<file path="config.mk">
export PLATFORM = sky130hd
export DESIGN_NAME = cla_serial_adder
export DESIGN_NICKNAME = d
export VERILOG_FILES = /design/src/rtl/cla_serial_adder.sv
export SDC_FILE = /design/constraint.sdc
export NUM_CORES = 1
export LEC_CHECK = 0
export CAP_MARGIN = 20
export CORE_MARGIN = 5
export CORE_UTILIZATION = 50
export CTS_BUF_LIST = sky130_fd_sc_hd__clkbuf_8
export DETAILED_ROUTE_END_ITERATION = 6
export PLACE_DENSITY = 0.76
export SLEW_MARGIN = 20
export SYNTH_ARGS = -nofsm -noshare
export SYNTH_HDL_FRONTEND = slang
export SYNTH_SLANG_ARGS = --single-unit
</file>
<file path="constraint.sdc">
create_clock -name clk -period 4.62 [get_ports clk]
set_input_delay 1.155 -clock clk [delete_from_list [all_inputs] [get_ports clk]]
set_output_delay 1.155 -clock clk [all_outputs]
set_load 0.005 [all_outputs]
</file>
<file path="src/rtl/cla_serial_adder.sv">
// Serial WIDTH-bit adder: streams operands two bits per cycle through one
// 2-bit carry-lookahead slice, with valid/ready handshakes on both sides.

// 2-bit carry-lookahead slice with group generate/propagate outputs.
module cla_2 (
    input  logic [1:0] i_a,
    input  logic [1:0] i_b,
    input  logic       i_c,
    output logic [1:0] o_s,
    output logic       o_g,
    output logic       o_p
);
    logic [1:0] w_g;
    logic [1:0] w_p;
    logic       w_c1;

    assign w_g  = i_a & i_b;
    assign w_p  = i_a ^ i_b;
    assign w_c1 = w_g[0] | (w_p[0] & i_c);
    assign o_s  = {w_p[1] ^ w_c1, w_p[0] ^ i_c};
    assign o_g  = w_g[1] | (w_p[1] & w_g[0]);
    assign o_p  = w_p[1] & w_p[0];
endmodule

module cla_serial_adder #(
    parameter int unsigned WIDTH = 32,
    parameter int unsigned CW    = ((WIDTH / 2) > 1) ? $clog2(WIDTH / 2) : 1
) (
    input  logic             clk,
    input  logic             rst,
    input  logic             in_valid,
    output logic             in_ready,
    input  logic [WIDTH-1:0] a,
    input  logic [WIDTH-1:0] b,
    input  logic             c_in,
    output logic             out_valid,
    input  logic             out_ready,
    output logic [WIDTH-1:0] sum,
    output logic             c_out,
    output logic             ovf,
    output logic             busy
);
    localparam int unsigned N  = WIDTH / 2;
    localparam int unsigned AW = (WIDTH > 2) ? WIDTH - 2 : 1;

    typedef enum logic [1:0] {
        S_IDLE = 2'd0,
        S_RUN  = 2'd1,
        S_DONE = 2'd2
    } state_t;

    state_t           r_state;
    state_t           w_state_nxt;
    logic             r_in_ready;
    logic             r_out_valid;
    logic             r_busy;
    logic             w_in_ready_nxt;
    logic             w_out_valid_nxt;
    logic             w_busy_nxt;

    logic [WIDTH-1:0] r_a;
    logic [WIDTH-1:0] r_b;
    logic             r_carry;
    logic [CW-1:0]    r_cnt;
    logic [AW-1:0]    r_acc;
    logic [WIDTH-1:0] r_sum;
    logic             r_c_out;
    logic             r_ovf;

    logic [1:0]       w_s;
    logic             w_g;
    logic             w_p;
    logic             w_c_nxt;
    logic             w_last;
    logic [AW-1:0]    w_acc_nxt;
    logic [WIDTH-1:0] w_sum_nxt;

    cla_2 u_slice (
        .i_a (r_a[1:0]),
        .i_b (r_b[1:0]),
        .i_c (r_carry),
        .o_s (w_s),
        .o_g (w_g),
        .o_p (w_p)
    );

    assign w_c_nxt = w_g | (w_p & r_carry);
    assign w_last  = (r_cnt == CW'(N - 1));

    // Partial sums enter from the top so slice 0 ends up at bit 0.
    generate
        if (WIDTH > 4) begin : g_acc_wide
            assign w_acc_nxt = {w_s, r_acc[AW-1:2]};
            assign w_sum_nxt = {w_s, r_acc};
        end else if (WIDTH == 4) begin : g_acc_4
            assign w_acc_nxt = w_s;
            assign w_sum_nxt = {w_s, r_acc};
        end else begin : g_acc_2
            assign w_acc_nxt = '0;
            assign w_sum_nxt = w_s;
        end
    endgenerate

    // State and handshake-flag register.
    always_ff @(posedge clk) begin
        if (rst) begin
            r_state     <= S_IDLE;
            r_in_ready  <= 1'b1;
            r_out_valid <= 1'b0;
            r_busy      <= 1'b0;
        end else begin
            r_state     <= w_state_nxt;
            r_in_ready  <= w_in_ready_nxt;
            r_out_valid <= w_out_valid_nxt;
            r_busy      <= w_busy_nxt;
        end
    end

    // Next-state and next handshake flags.
    always_comb begin
        w_state_nxt = r_state;
        case (r_state)
            S_IDLE:  if (in_valid)  w_state_nxt = S_RUN;
            S_RUN:   if (w_last)    w_state_nxt = S_DONE;
            S_DONE:  if (out_ready) w_state_nxt = S_IDLE;
            default:                w_state_nxt = S_IDLE;
        endcase
        w_in_ready_nxt  = (w_state_nxt == S_IDLE);
        w_out_valid_nxt = (w_state_nxt == S_DONE);
        w_busy_nxt      = (w_state_nxt == S_RUN);
    end

    // Operand shifting, carry chaining and result capture.
    always_ff @(posedge clk) begin
        if (rst) begin
            r_a     <= '0;
            r_b     <= '0;
            r_carry <= 1'b0;
            r_cnt   <= '0;
            r_acc   <= '0;
            r_sum   <= '0;
            r_c_out <= 1'b0;
            r_ovf   <= 1'b0;
        end else begin
            case (r_state)
                S_IDLE: begin
                    if (in_valid) begin
                        r_a     <= a;
                        r_b     <= b;
                        r_carry <= c_in;
                        r_cnt   <= '0;
                    end
                end
                S_RUN: begin
                    r_a     <= r_a >> 2;
                    r_b     <= r_b >> 2;
                    r_carry <= w_c_nxt;
                    r_acc   <= w_acc_nxt;
                    r_cnt   <= r_cnt + CW'(1);
                    if (w_last) begin
                        r_sum   <= w_sum_nxt;
                        r_c_out <= w_c_nxt;
                        r_ovf   <= w_c_nxt ^ (r_a[1] ^ r_b[1] ^ w_s[1]);
                    end
                end
                default: ;
            endcase
        end
    end

    assign in_ready  = r_in_ready;
    assign out_valid = r_out_valid;
    assign busy      = r_busy;
    assign sum       = r_sum;
    assign c_out     = r_c_out;
    assign ovf       = r_ovf;
endmodule

</file>
==> results.json <==
{
  "cp_num_buf_inv": 1,
  "slowest_delay_ns": 0.88,
  "synth_warnings": 0,
  "gp_congestion": 0.793,
  "p_leak_nw": 2.31,
  "post_synth.cell_area_avg_um2": 8.62,
  "viasPerCell": 5.76,
  "core_area_um2": 10400,
  "holdPathStages": 2,
  "drive_gt1_frac": 0.0626,
  "core.rowCount": 37,
  "start_util": 0.516,
  "rsz0062_at_grt": "false",
  "wl_per_cell_um": 15.3,
  "slew_violations": 0,
  "post-route-period-util": 0.573,
  "cp_num_cells": 4,
  "ir_worst_vdd_v": 0.000218,
  "grt_start_max_net_pins": 118,
  "dp.cells": 806,
  "drc_errors": 0,
  "antenna_left": 0,
  "synthCells": 624,
  "power_density_nw_per_um2": 361,
  "syn_area_um2": 5380,
  "clockBufferDepth": 2,
  "relSlewSlack": 0.296,
  "ys_ff_latch": 138,
  "io_buffers": 105,
  "ys_async_sr_fraction": 0,
  "synthAdderAreaFrac": 0.0107,
  "synth-xor-area-share": 0.00163,
  "critPathSlowestCell": "nor3b_1",
  "synthesis.nets": 697,
  "critPathMaxFanout": 6,
  "arrival_ns": 2.91,
  "swShare": 0.257,
  "fin_tns_setup_ns": 0,
  "fin_crit_ns": 2.65,
  "hold_buffers": 0,
  "min_from": "r_acc[0]",
  "min-delay-path-class": "reg2reg",
  "pwr-share-seq": 0.525,
  "end_kind": "flip-flop",
  "die_h_um": 114,
  "clockPowerShare": 0.372,
  "cts_tree": "yes",
  "die_w_um": 114,
  "report.final.hold_viol_count": 0,
  "yosys.area_share.simple": 0.135,
  "grt_overflow_total": 0,
  "reg2reg_depth": 4,
  "vias": 4831,
  "dieArea_um2": 12900,
  "clk_pin_slew_ns": 0.07,
  "post-dp-hpwl_um": 8050,
  "fin_nets": 763,
  "fmaxAchievable_mhz": 378,
  "syn2layout_area_growth_pct": 25.4,
  "setup_viol": 0,
  "cts_root_buf": "clkbuf_8",
  "synth_ff_type": "dfxtp_1",
  "crit_start": "in_valid",
  "path_cells": "clkdlybuf4s50_1, nor3b_1, a311o_1, a21oi_2",
  "synthMuxAreaShare": 0.00186,
  "fillers": 914,
  "synth_seq_area_share": 0.514,
  "maxCapViolations": 0,
  "fin_skew_ns": 0.0169,
  "htreeDepth": 4,
  "cts.repair.resized": 0,
  "synth_top_family_by_area": "compound AO/OA/AOI/OAI gates",
  "routed_wl_um": 12900,
  "combinationalPowerShare": 0.103,
  "antenna_found_initial": 0,
  "synth_compound_area_frac": 0.276,
  "n_antenna_cell": 0,
  "timing.rr.start": "r_state[0]",
  "worst_ep_required_time_ns": 4.88,
  "hold_ws_ns": 0.474,
  "crit_path_start_kind": "input pin",
  "grt_pass1_wl_um": 21400,
  "postCtsSetupRepairBufs": 0,
  "cts_sinks": 138,
  "p_sw_mw": 0.625,
  "fin_cells": 839,
  "internal_power_mw": 1.81,
  "synth_cell_type_count": 40,
  "tightest_slew_ns": 1.05,
  "synth_edf_count": 0,
  "crit_type": "in2reg",
  "first_iter_violations": 305,
  "track_usage": 0.199,
  "run_status": "finished, final reports clean",
  "cp_top_family": "simple AND/OR/NAND/NOR gates",
  "first_global_vias": 4656,
  "worstSkewPairLatency_ns": 0.42,
  "cts_buffers": 17,
  "ioPinCount": 106,
  "firstDrtPassIters": 5
}
-- worst paths after layout --
| kind | end | slack, ns |
|---|---|---|
| setup / recovery | r_cnt[3] | 1.97 |
| hold / removal | r_acc[0] | 0.47 |
| setup reg to reg | r_b[0] | 2.43 |
| hold reg to reg | r_acc[0] | 0.47 |
-- kinds of logic (layout without fill, tap and decap cells) --
logic type      count (synthesis)  in the layout
compound gates                239            239
fa+ha+maj                       4              4
simple gates                  171            171
buf+inv                        70            149
xor+xnor                        1              1
mux                             1              1
flops                         138            138
-- per-layer routing --
| metal | wire, µm | global-route usage | up-vias |
|---|---|---|---|
| met2 | 6190 | 0.318 | 159 |
| met4 | 179 | 0.0633 | 0 |
| li1 | - | - | 2389 |
| met1 | 5690 | 0.262 | 2270 |
| met5 | 0 | 0 | - |
| met3 | 821 | 0.0525 | 13 |
-- cells in the final DEF (no fill, tap or decap), types with 18 or more instances in the layout --
cell / count
clkdlybuf4s50_1: 104
nand2_1: 60
a21oi_1: 68
a211oi_1: 59
nand3_1: 32
clkbuf_8: 18
nor2_1: 65
dfxtp_1: 138
o21ai_0: 32
o22ai_1: 60
-- synth_stat cells, types with 3 or more instances --
cell,count,area [µm²]
a311oi_1,4,35.0
nand3_1,32,160
buf_2,24,120
buf_4,4,30.0
o21ai_0,32,160
a211oi_1,59,443
nor2_1,65,244
ha_1,3,37.5
nand2_1,60,225
a21oi_1,68,340
buf_1,3,11.3
dfxtp_1,138,2760
a22oi_1,6,45.0
o22ai_1,60,375
clkbuf_1,31,116
inv_1,4,15.0
-- worst register-to-register path, cell delays in order (launching register included) --
cell      delay, ns
dfxtp_1        0.66
clkinv_1       0.52
buf_4          0.44
o22ai_1        0.30
a221oi_1       0.12
-- state kept, by name (all words and copies together) (netlist names) --
signal,flops
r_state,2
r_a,32
out_valid,1
r_carry,1
c_out,1
r_cnt,4
busy,1
ovf,1
in_ready,1
r_acc,30
r_b,32
sum,32
-- per-stage QoR --
step / utilization / power (mW) / worst slack, ns / area, µm²
floorplan: - / 1.46 / 2.68 / 5380
global placement: 0.608 / 1.54 / 1.58 / 6340
detailed placement: 0.608 / 1.55 / 1.49 / 6340
CTS: 0.644 / 2.45 / 1.90 / 6710
global route: 0.647 / 2.54 / 1.91 / 6740
finish: 0.647 / 2.44 / 1.97 / 6740
-- final cells by class --
class / count / area, µm² / area share
Clock buffer: 18 / 248 / 0.0367
Clock inverter: 14 / 124 / 0.0184
Inverter: 6 / 22.5 / 0.00334
Multi-Input combinational cell: 416 / 2310 / 0.343
Sequential cell: 138 / 2760 / 0.410
Tap cell: 136 / 170 / 0.0252
Timing Repair Buffer: 111 / 1100 / 0.164
-- power by group through the flow --
stage                     clock (mW)  sequential [mW]  combinational, mW
after floorplan                    0             1.30              0.163
after global placement             0             1.30              0.240
after detailed placement           0             1.31              0.249
after CTS                      0.917             1.28              0.250
after global routing           0.974             1.29              0.277
final                          0.906             1.28              0.251
Note: power is estimated with default switching activity, not from simulation.
